`config.mk`:
```
export PLATFORM = sky130hd
export DESIGN_NAME = fetch_stage
export DESIGN_NICKNAME = d
export VERILOG_FILES = /design/src/rtl/fetch_stage_pkg.sv /design/src/rtl/ifid_reg.sv /design/src/rtl/fetch_stage.sv
export SDC_FILE = /design/constraint.sdc
export NUM_CORES = 1
export LEC_CHECK = 0
export ABC_AREA = 1
export BUFFER_PORTS_ARGS = -buffer_cell sky130_fd_sc_hd__buf_2
export CAP_MARGIN = 20
export CORE_MARGIN = 2
export CORE_UTILIZATION = 51
export DETAILED_ROUTE_END_ITERATION = 7
export HOLD_SLACK_MARGIN = 0.12
export PLACE_DENSITY = 0.76
export REMOVE_ABC_BUFFERS = 1
export SYNTH_ARGS = -nofsm -noshare
export SYNTH_HDL_FRONTEND = slang
export SYNTH_SLANG_ARGS = --single-unit
```
`constraint.sdc`:
```
create_clock -name clk -period 6.7 [get_ports clk]
set_clock_uncertainty 0.15 [all_clocks]
set_input_delay 1.005 -clock clk [delete_from_list [all_inputs] [get_ports clk]]
set_output_delay 1.005 -clock clk [all_outputs]
set_load 0.005 [all_outputs]
```
`src/rtl/fetch_stage_pkg.sv`:
```
// Shared definitions for the instruction fetch stage: FSM states, the nop
// encoding, opcode field position and instruction size.
package fetch_stage_pkg;

    typedef enum logic [1:0] {
        FETCH   = 2'd0,
        HOLD    = 2'd1,
        DISCARD = 2'd2
    } fetch_state_e;

    localparam logic [31:0] NOP_INSTR   = 32'h0000_0000;
    localparam int          OPCODE_MSB  = 31;
    localparam int          OPCODE_LSB  = 26;
    localparam int          INSTR_BYTES = 4;

endpackage

```
`src/rtl/ifid_reg.sv`:
```
// IF/ID pipeline register: valid / instruction / pc+4 with load enable and a
// synchronous clear that turns the entry into a bubble (nop, pc+4 zeroed).
module ifid_reg
    import fetch_stage_pkg::*;
#(
    parameter int ADDR_W = 32,
    parameter int DATA_W = 32
) (
    input  logic              clk,
    input  logic              rst,
    input  logic              i_load,
    input  logic              i_clear,
    input  logic              i_valid,
    input  logic [DATA_W-1:0] i_instr,
    input  logic [ADDR_W-1:0] i_pc_plus4,
    output logic              o_valid,
    output logic [DATA_W-1:0] o_instr,
    output logic [ADDR_W-1:0] o_pc_plus4
);

    // Entry register; clear wins over load so a flush can never be overridden.
    always_ff @(posedge clk or posedge rst) begin
        if (rst) begin
            o_valid    <= 1'b0;
            o_instr    <= DATA_W'(NOP_INSTR);
            o_pc_plus4 <= '0;
        end else if (i_clear) begin
            o_valid    <= 1'b0;
            o_instr    <= DATA_W'(NOP_INSTR);
            o_pc_plus4 <= '0;
        end else if (i_load) begin
            o_valid    <= i_valid;
            o_instr    <= i_instr;
            o_pc_plus4 <= i_pc_plus4;
        end
    end

endmodule

```
`src/rtl/fetch_stage.sv`:
```
// Instruction fetch stage: PC, instruction-memory request, one-entry skid
// buffer for words returned while the pipeline is stalled, and branch
// redirection with discard of an in-flight read.
//
// state   | meaning
// --------+------------------------------------------------------------
// FETCH   | request at pc; accepted word goes to IF/ID or the skid
// HOLD    | skid holds one word, no request, wait for stall to drop
// DISCARD | branch arrived while a read was outstanding; finish that
//         | read on the old address, drop the word, then go to target
module fetch_stage
    import fetch_stage_pkg::*;
#(
    parameter int                ADDR_W   = 32,
    parameter int                DATA_W   = 32,
    parameter logic [ADDR_W-1:0] RESET_PC = 32'h0000_0000
) (
    input  logic              clk,
    input  logic              rst,
    output logic              imem_req,
    output logic [ADDR_W-1:0] imem_addr,
    input  logic              imem_ready,
    input  logic [DATA_W-1:0] imem_rdata,
    input  logic              stall,
    input  logic              branch_taken,
    input  logic [ADDR_W-1:0] branch_target,
    output logic              ifid_valid,
    output logic [DATA_W-1:0] ifid_instr,
    output logic [ADDR_W-1:0] ifid_pc_plus4,
    output logic [5:0]        ifid_opcode
);

    fetch_state_e      r_state;
    logic [ADDR_W-1:0] r_pc;
    logic [ADDR_W-1:0] r_saved_target;
    logic              r_skid_valid;
    logic [DATA_W-1:0] r_skid_instr;
    logic [ADDR_W-1:0] r_skid_pc4;

    fetch_state_e      w_state_nxt;
    logic [ADDR_W-1:0] w_pc_nxt;
    logic [ADDR_W-1:0] w_saved_nxt;
    logic              w_skid_valid_nxt;
    logic [DATA_W-1:0] w_skid_instr_nxt;
    logic [ADDR_W-1:0] w_skid_pc4_nxt;
    logic              w_req;
    logic              w_ifid_load;
    logic              w_ifid_clear;
    logic              w_ifid_d_valid;
    logic [DATA_W-1:0] w_ifid_d_instr;
    logic [ADDR_W-1:0] w_ifid_d_pc4;
    logic [ADDR_W-1:0] w_pc_plus4;
    logic [ADDR_W-1:0] w_target;

    // Sequential PC increment wraps naturally at 2^ADDR_W.
    assign w_pc_plus4 = r_pc + ADDR_W'(INSTR_BYTES);
    // Branch targets are forced onto a word boundary.
    assign w_target   = branch_target & ~{{(ADDR_W-2){1'b0}}, 2'b11};

    // A request must never be visible while reset is held.
    assign imem_req    = w_req & ~rst;
    assign imem_addr   = r_pc;
    assign ifid_opcode = ifid_instr[OPCODE_MSB:OPCODE_LSB];

    // State, PC, saved target and skid buffer registers.
    always_ff @(posedge clk or posedge rst) begin
        if (rst) begin
            r_state        <= FETCH;
            r_pc           <= RESET_PC;
            r_saved_target <= RESET_PC;
            r_skid_valid   <= 1'b0;
            r_skid_instr   <= DATA_W'(NOP_INSTR);
            r_skid_pc4     <= '0;
        end else begin
            r_state        <= w_state_nxt;
            r_pc           <= w_pc_nxt;
            r_saved_target <= w_saved_nxt;
            r_skid_valid   <= w_skid_valid_nxt;
            r_skid_instr   <= w_skid_instr_nxt;
            r_skid_pc4     <= w_skid_pc4_nxt;
        end
    end

    // Next-state, PC selection and IF/ID control; branch outranks stall.
    always_comb begin
        w_state_nxt      = r_state;
        w_pc_nxt         = r_pc;
        w_saved_nxt      = r_saved_target;
        w_skid_valid_nxt = r_skid_valid;
        w_skid_instr_nxt = r_skid_instr;
        w_skid_pc4_nxt   = r_skid_pc4;
        w_req            = 1'b0;
        w_ifid_load      = 1'b0;
        w_ifid_clear     = 1'b0;
        w_ifid_d_valid   = 1'b0;
        w_ifid_d_instr   = DATA_W'(NOP_INSTR);
        w_ifid_d_pc4     = '0;

        case (r_state)
            FETCH: begin
                w_req = 1'b1;
                if (branch_taken) begin
                    w_ifid_clear     = 1'b1;
                    w_skid_valid_nxt = 1'b0;
                    if (imem_ready) begin
                        w_pc_nxt = w_target;
                    end else begin
                        // Read still in flight: keep the address stable until it completes.
                        w_saved_nxt = w_target;
                        w_state_nxt = DISCARD;
                    end
                end else if (imem_ready) begin
                    w_pc_nxt = w_pc_plus4;
                    if (stall) begin
                        w_skid_valid_nxt = 1'b1;
                        w_skid_instr_nxt = imem_rdata;
                        w_skid_pc4_nxt   = w_pc_plus4;
                        w_state_nxt      = HOLD;
                    end else begin
                        w_ifid_load    = 1'b1;
                        w_ifid_d_valid = 1'b1;
                        w_ifid_d_instr = imem_rdata;
                        w_ifid_d_pc4   = w_pc_plus4;
                    end
                end else if (!stall) begin
                    w_ifid_clear = 1'b1;
                end
            end

            HOLD: begin
                if (branch_taken) begin
                    w_ifid_clear     = 1'b1;
                    w_skid_valid_nxt = 1'b0;
                    w_pc_nxt         = w_target;
                    w_state_nxt      = FETCH;
                end else if (!stall) begin
                    w_ifid_load      = 1'b1;
                    w_ifid_d_valid   = r_skid_valid;
                    w_ifid_d_instr   = r_skid_instr;
                    w_ifid_d_pc4     = r_skid_pc4;
                    w_skid_valid_nxt = 1'b0;
                    w_state_nxt      = FETCH;
                end
            end

            DISCARD: begin
                w_req = 1'b1;
                if (branch_taken) begin
                    w_ifid_clear     = 1'b1;
                    w_skid_valid_nxt = 1'b0;
                    w_saved_nxt      = w_target;
                    if (imem_ready) begin
                        w_pc_nxt    = w_target;
                        w_state_nxt = FETCH;
                    end
                end else begin
                    if (!stall) begin
                        w_ifid_clear = 1'b1;
                    end
                    if (imem_ready) begin
                        w_pc_nxt    = r_saved_target;
                        w_state_nxt = FETCH;
                    end
                end
            end

            default: begin
                w_state_nxt = FETCH;
            end
        endcase
    end

    ifid_reg #(
        .ADDR_W (ADDR_W),
        .DATA_W (DATA_W)
    ) u_ifid_reg (
        .clk        (clk),
        .rst        (rst),
        .i_load     (w_ifid_load),
        .i_clear    (w_ifid_clear),
        .i_valid    (w_ifid_d_valid),
        .i_instr    (w_ifid_d_instr),
        .i_pc_plus4 (w_ifid_d_pc4),
        .o_valid    (ifid_valid),
        .o_instr    (ifid_instr),
        .o_pc_plus4 (ifid_pc_plus4)
    );

endmodule
```
-- Word-level counts from Yosys, hierarchy flattened
Index checks and enable logic that the tools add are counted.
- eq/ne operators: 12
- order comparisons: 0
- add/subtract/negate cells: 1
- bitwise gates (word level): 3
- muxes and demuxes: 57
- shifts and indexed selects: 0
- reduce and logical (&&, ||, !) cells: 10
- multiply operators: 0
- div/mod/pow operators: 0
- operator list (operator ; number):
    $mux W32 ; 22
    $pmux W32 S2 ; 3
    $pmux W32 S3 ; 1
    $add A32 B3 Y32 const B ; 1
    $mux W1 ; 19
    $ne A3 B3 Y1 const B ; 5
    $mux W2 ; 7
    $reduce_and A4 Y1 ; 3
    $ne A2 B2 Y1 const B ; 5
    $reduce_and A5 Y1 ; 2
    $pmux W1 S3 ; 2
    $pmux W2 S3 ; 1
    $pmux W1 S2 ; 2
    $reduce_bool A2 Y1 ; 2
    $reduce_bool A3 Y1 ; 1
    $eq A2 B1 Y1 const B ; 1
    $eq A2 B2 Y1 const B ; 1
    $logic_not A2 Y1 ; 1
    $not A1 Y1 ; 2
    $reduce_or A2 Y1 ; 1
    $and A1 B1 Y1 ; 1
- memories: 0
- input port bits: 69
- latch bits: 0
- memory bits (read-only): 0
- word-level logic and storage cells: 92
- memory bits (writable): 0
- output and inout bits: 104
- register bits: 196

-- Longest topological paths before layout
Gate-level depths: netlist (run 1).
- depth in word-level cells: 7
- mapped depth: 12
- mapped depth without buffers: 12

-- Cells and area by module
A second synthesis (run 1) with hierarchy kept.
- cell total of the unflattened synthesis: 1395
- area, all modules: 10276.1 µm²
- by module, submodules not included (module ; times used ; area an instance (µm²) ; seq. area each (µm²) ; cells an instance):
    fetch_stage ; 1 ; 7699.9 ; 3228.1 ; 1111
    ifid_reg ; 1 ; 2576.2 ; 1626.6 ; 284

-- Worst setup path before layout (run 1)
No wires, ideal clock.
- kind: input to output
- start: in rst
- end: out imem_req
- data arrival time: 1133 ps
- data required time: 5545 ps
- stages on the path: 1
- slack: 4412 ps
- path buffers: 0
- path through: a21oi_1
- word-level cells in the longest chain between the ends: 2
- RTL lines (what ; line ; text):
    start, declared ; fetch_stage.sv:19 ; input logic rst,
    $not A1 Y1 ; fetch_stage.sv:61 ; assign imem_req = w_req & ~rst;
    $and A1 B1 Y1 ; fetch_stage.sv:61 ;
    end, declared ; fetch_stage.sv:20 ; output logic imem_req,
No other way between the ends.

-- Worst setup path after layout (run 1)
- start: reg r_state[0]
- end: reg u_ifid_reg.o_instr[15]
- word-level cells in the longest chain between the ends: 4
- elaborated cells between the ends (all ways): 9
- classes of those cells: 2 x eq/ne; 5 x mux; 2 x reduce/logical
- RTL lines (what ; line ; text):
    start, declared ; fetch_stage.sv:33 ; fetch_state_e r_state;
    start signal, assigned ; fetch_stage.sv:75 ; r_state <= w_state_nxt;
    $eq A2 B1 Y1 / $logic_not A2 Y1 (equally long branches) ; fetch_stage.sv:99 ; case (r_state)
    $pmux W32 S2 ; fetch_stage.sv:99 ;
    $mux W32 ; ifid_reg.sv:31 ; end else if (i_load) begin
    $mux W32 ; ifid_reg.sv:27 ; end else if (i_clear) begin
    end signal, assigned ; ifid_reg.sv:25 ; o_instr <= DATA_W'(NOP_INSTR);
    end signal, assigned ; ifid_reg.sv:29 ; o_instr <= DATA_W'(NOP_INSTR);
    end signal, assigned ; ifid_reg.sv:33 ; o_instr <= i_instr;
    end, declared ; ifid_reg.sv:17 ; output logic [DATA_W-1:0] o_instr,
Several ways; a longest one is shown, not always the timed one. The select of a mux whose other input is x is not followed.
A chain may end at the register's enable or synchronous reset.

==> results of run 1 <==
[layout make-up]
class	instances	area, um^2	area share [%]
clock buffer	19	443	3.78
clock inverter	13	150	1.28
inverter	127	487	4.16
multi-input combinational	953	4460	38.0
sequential	194	4850	41.4
tap	265	332	2.83
timing repair buffer	179	991	8.46
[layout by cell type, fill, tap and decap left out, types with 7 or more instances in the layout]
master,synthesis,routed
nand3_1,72,72
dfrtp_1,194,194
a21oi_1,16,16
nor2_4,8,10
clkbuf_16,0,17
xor2_1,10,10
nor2_1,128,127
a31oi_1,9,9
inv_2,7,7
buf_2,25,170
inv_1,118,117
o22ai_1,16,16
a22oi_1,13,13
o21ai_0,179,179
a211oi_1,23,23
nand2_1,439,439
[sequential cells by signal, indices dropped and copies added, names as in the netlist, 2 cells and up]
name / count
r_saved_target: 30
r_skid_pc4: 32
r_skid_instr: 32
imem_addr: 32
r_state: 2
u_ifid_reg.o_instr: 32
u_ifid_reg.o_pc_plus4: 32
[stage by stage]
| stage | cells | hold WS (ps) | setup WS (ps) | total power, uW |
|---|---|---|---|---|
| 2_1_floorplan | 1274 | 299 | 261 | 3120 |
| 3_3_place_gp | 1714 | 312 | 2550 | 3790 |
| 3_5_place_dp | 1715 | 315 | 2540 | 3860 |
| 4_1_cts | 1747 | 334 | 2580 | 4900 |
| 5_1_grt | 1750 | 358 | 2650 | 5330 |
| 6_report | 1750 | 331 | 2940 | 4950 |
[synthesized netlist by cell type]
library cell  number
a211oi_1          23
a21oi_1           16
a21oi_2            1
a22oi_1           13
a31oi_1            9
buf_1              2
buf_2             25
buf_4             20
buf_6              7
clkbuf_1          26
clkinv_1           1
dfrtp_1          194
ha_1               5
inv_1            118
inv_2              7
inv_4              1
nand2_1          439
nand2_2            6
nand2_4            1
nand3_1           72
nand4_1            1
nand4_4            1
nor2_1           128
nor2_2             6
nor2_4             8
o211ai_1           3
o211ai_2           1
o21ai_0          179
o21ai_1            5
o21ai_2            1
o221ai_1           4
o22ai_1           16
xor2_1            10
xor2_2             5
[kinds of logic (layout without fill, tap and decap cells)]
kind of cell | Yosys count | after routing | share of synthesized area [%]
XOR/XNOR | 15 | 15 | 1.65
adder cells (fa/ha/maj) | 5 | 5 | 0.611
AO/OA/AOI/OAI | 271 | 271 | 14.8
buffers and inverters | 207 | 338 | 9.17
AND/OR/NAND/NOR | 662 | 662 | 26.3
flip-flops | 194 | 194 | 47.4
[worst max-delay path by stage]
stage                             from                        to  slack (ps)
after floorplan                    rst              imem_addr[0]         260
after global placement    branch_taken  u_ifid_reg.o_pc_plus4[4]        2550
after detailed placement  branch_taken    u_ifid_reg.o_instr[13]        2540
after CTS                   r_state[1]    u_ifid_reg.o_instr[13]        2580
after global routing        r_state[0]    u_ifid_reg.o_instr[11]        2650
final                       r_state[0]    u_ifid_reg.o_instr[15]        2940
[critical path, stage by stage, from the launching register on]
cell     delay [ps]
dfrtp_1         400
inv_1           120
ha_1            330
nand4_4         400
inv_2           400
nor2_4          630
buf_4           530
inv_2           320
o21ai_0         270
nor2_1           60
[power by group through the flow]
stage,combinational (uW),sequential (uW),clock [uW]
floorplan,1160,1950,0
global placement,1790,1990,0
detailed placement,1850,2010,0
CTS,1860,1990,1050
global route,2160,2060,1110
finish,1910,2000,1040
[routing by layer]
metal	vias to the layer above	track usage [%]	wire length, um
li1	4561	-	-
met1	4290	35.9	12000
met2	392	38.9	12000
met3	50	3.79	2000
met4	0	10.1	703
met5	-	0	0
==> impl_metrics.env, run 1 <==
export IMPL_yosys_area_top_type="dfrtp_1"
export IMPL_crit_path_max_fanout=40
export IMPL_dp_hpwl_mm=17.1
export IMPL_drtAntennaViolNets=0
export IMPL_drive_gt1_share_pct=16.8
export IMPL_clockBufferDepth=2
export IMPL_fp_dieW_um=146
export IMPL_fp_dieArea_mm2=0.0212
export IMPL_hold_buffers=0
export IMPL_cts_root_buf="clkbuf_16"
export IMPL_cts_max_level=4
export IMPL_worstPathArrival_ps=3930
export IMPL_fin_nets=1546
export IMPL_diodes=0
export IMPL_drt_first_iter_violations=746
export IMPL_power_share_switching_pct=41.6
export IMPL_core_mm2=0.0196
export IMPL_worst_pin_slew_ps=1120
export IMPL_cap_violations=0
export IMPL_io_buffers=170
export IMPL_viasPerCell=5.31
export IMPL_vdd_drop_max_mv=0.251
export IMPL_synth_top_cell_area_share_pct=47.4
export IMPL_synth_area_leaders="dfrtp_1 (47%), nand2_1 (16%), o21ai_0 (8.8%)"
export IMPL_relSlewSlack_pct=25.1
export IMPL_drc=0
export IMPL_drv_slew=0
export IMPL_hp_class="register to register"
export IMPL_clk_pin_slew_ps=70
export IMPL_ys_warn_count=0
export IMPL_r2r_end="u_ifid_reg.o_instr[15]"
export IMPL_critPathRequiredTime_ps=6870
export IMPL_power_frac_seq_pct=40.4
export IMPL_hold_viol_final=0
export IMPL_setup_viol=0
export IMPL_cts_tree="built"
export IMPL_grt_max_degree=139
export IMPL_num_io_pins=173
export IMPL_dieHeight_um=146
export IMPL_worstSetupStartpointType="register"
export IMPL_max_freq_mhz=266
export IMPL_ys_ff_latch=194
export IMPL_ctsResizeCount=0
export IMPL_grt_pass1_vias=8374
export IMPL_syn_inst=1354
export IMPL_insertion_delay_ps=430
export IMPL_rr_worst_depth=9
export IMPL_hold_end="r_skid_pc4[16]"
export IMPL_clock_sinks=194
export IMPL_min_from="r_skid_pc4[16]"
export IMPL_netSwitchingPower_uw=2060
export IMPL_globalplace_congestion=0.940
export IMPL_rr_startpoint="r_state[0]"
export IMPL_power_frac_clock_pct=21.0
export IMPL_area_growth_pct=14.5
export IMPL_synth_area_mm2=0.0102
export IMPL_routed_wl_mm=26.7
export IMPL_grt_pass1_wl_mm=43.3
export IMPL_stdcell_area_mm2=0.0117
export IMPL_grt_usage_pct=25.2
export IMPL_end_kind="register"
export IMPL_powerDensity_mw_per_mm2=422
export IMPL_r2r_slack_ps=2940
export IMPL_n_fill_cell=1789
export IMPL_overflow=0
export IMPL_wire_per_inst_um=15.3
export IMPL_crit_type="register to register"
export IMPL_layout_min_cycle_time_ps=3760
export IMPL_vias=9293
export IMPL_dr_pass1_iters=6
export IMPL_num_rows=51
export IMPL_hold_path_depth=2
export IMPL_place_area_mm2=0.0110
export IMPL_antenna_found_initial=0
export IMPL_combPwrFrac_pct=38.5
export IMPL_p_leak_uw=0.00618
export IMPL_setup_tns_ps=0
export IMPL_internal_power_uw=2890
export IMPL_syn_area_per_cell_um2=7.56
export IMPL_post_cts_buffers=0
export IMPL_fin_crit_sh_pct=56.1
export IMPL_fin_util_pct=59.8
export IMPL_cts_inserted_buffers=17
export IMPL_yosysSeqAreaShare_pct=47.4
export IMPL_outcome="finished clean"
export IMPL_rsz0062_at_grt="no"
export IMPL_initial_core_util_pct=52.2
export IMPL_ys_types=34
Power figures use the tool's default switching activity.
==> inputs of run 2 (changes only) <==
clock period = 3 ns   (was 6.7 ns; I/O delays follow)
==> impl_metrics.env, run 2 (synthesis gave the netlist of run 1 again) <==
export IMPL_outcome="finished clean"
export IMPL_grt_max_degree=75
export IMPL_mostFrequentLayoutCell="nand2_1"
export IMPL_hp_class="input port to register"
export IMPL_num_rows=51
export IMPL_fp_dieArea_mm2=0.0212
export IMPL_grt_pass1_vias=8669
export IMPL_mostFrequentLayoutCells="nand2_1 (439), dfrtp_1 (194), o21ai_0 (179)"
export IMPL_num_io_pins=173
export IMPL_worstSetupStartpointType="register"
export IMPL_cts_inserted_buffers=17
export IMPL_grt_usage_pct=25.6
export IMPL_powerDensity_mw_per_mm2=935
export IMPL_clockBufferDepth=2
export IMPL_cap_violations=0
export IMPL_diodes=0
export IMPL_insertion_delay_ps=430
export IMPL_n_fill_cell=1841
export IMPL_rr_worst_depth=8
export IMPL_crit_path_max_fanout=35
export IMPL_fin_crit_sh_pct=85.8
export IMPL_globalplace_congestion=0.896
export IMPL_setup_tns_ps=0
export IMPL_setup_viol=0
export IMPL_antenna_found_initial=0
export IMPL_relSlewSlack_pct=60.2
export IMPL_rsz0062_at_grt="no"
export IMPL_dieHeight_um=146
export IMPL_hold_ws_ps=135
export IMPL_max_freq_mhz=388
export IMPL_overflow=0
export IMPL_io_buffers=170
export IMPL_cts_tree="built"
export IMPL_hold_path_depth=3
export IMPL_hold_viol_final=0
export IMPL_viasPerCell=5.25
export IMPL_drt_first_iter_violations=865
export IMPL_ff_latch_area_mm2=0.00485
export IMPL_total_power_uw=11100
export IMPL_layout_min_cycle_time_ps=2570
export IMPL_worstPathArrival_ps=2740
export IMPL_drive_gt1_share_pct=17.3
export IMPL_core_mm2=0.0196
export IMPL_worst_pin_slew_ps=596
export IMPL_dp_hpwl_mm=17.8
export IMPL_drv_slew=0
export IMPL_cts_root_buf="clkbuf_16"
export IMPL_grt_pass1_wl_mm=44.2
export IMPL_routed_wl_mm=26.7
export IMPL_drc=0
export IMPL_end_kind="register"
export IMPL_wire_per_inst_um=15.1
export IMPL_vias=9295
export IMPL_drtAntennaViolNets=0
export IMPL_cts_max_level=4
export IMPL_multiInputGateArea_mm2=0.00445
export IMPL_dr_pass1_iters=5
export IMPL_ctsResizeCount=0
export IMPL_area_growth_pct=16.4
export IMPL_crit_type="register to register"
export IMPL_clk_pin_slew_ps=70
export IMPL_clock_sinks=194
export IMPL_p_leak_uw=0.00628
export IMPL_initial_core_util_pct=52.2
export IMPL_fin_nets=1567
export IMPL_fp_dieW_um=146
export IMPL_vdd_drop_max_mv=0.435
export IMPL_critPathRequiredTime_ps=3170
[run 2: changes by cell type in the layout (fill, tap and decap cells not counted), sizes merged]
cell         delta
inv             -1
bufinv          +1
buf            +11
clkinvlp        -1
clkinv          +1
dlygate4sd3    +10
[run 2: worst paths after layout]
check | start | end | slack [ps]
setup / recovery | r_state[0] | imem_addr[27] | 430
min in group asynchronous | rst | r_saved_target[3] | 490
hold reg to reg | r_skid_pc4[17] | r_skid_pc4[17] | 330
setup reg to reg | r_state[0] | imem_addr[27] | 430
max in group asynchronous | rst | u_ifid_reg.o_pc_plus4[0] | 1340
hold / removal | imem_rdata[25] | r_skid_instr[25] | 130
[run 2: critical path, cell delays in order (launching register included)]
cell and delay (ps):
dfrtp_1 400, inv_1 100, ha_1 320, o21ai_0 240, nand2_2 270, inv_2 490
o21ai_0 230, nor2_1 160, a21oi_1 80
[run 2: what timing repair did]
| item | CTS | global route |
|---|---|---|
| hold buffers | 10 | 0 |
| endpoints found under the setup margin | 0 | 0 |
| endpoints found under the hold margin | 80 | 0 |
| buffers inserted | 0 | 0 |
[run 2: cell type report]
cell class / count / share of cell area (%)
sequential: 194 / 40.8
timing repair buffer: 200 / 9.77
clock inverter: 13 / 1.47
tap: 265 / 2.78
multi-input combinational: 953 / 37.4
clock buffer: 19 / 3.72
inverter: 127 / 4.09
[run 2: per-layer routing]
layer	wire length, um	global-route usage (%)
met1	12200	36.1
met2	12300	40.1
met3	1750	4.61
met4	545	8.63
met5	0	0
[run 2: power breakdown]
part / switching, uW / total (uW) / internal [uW] / leakage [uW]
sequential: 788 / 4470 / 3680 / 0.00250
combinational: 2760 / 4280 / 1520 / 0.00349
clock: 1030 / 2390 / 1350 / 0.000297
total: 4580 / 11100 / 6550 / 0.00628
[run 2: stage by stage]
step	setup WS (ps)	instances	area (um^2)	utilization (%)
floorplan	-2880	1274	9770	-
finish	425	1771	11900	60.8
global placement	596	1728	11200	57.0
CTS	489	1771	11900	60.8
detailed placement	532	1729	11200	57.1
global route	235	1771	11900	60.8
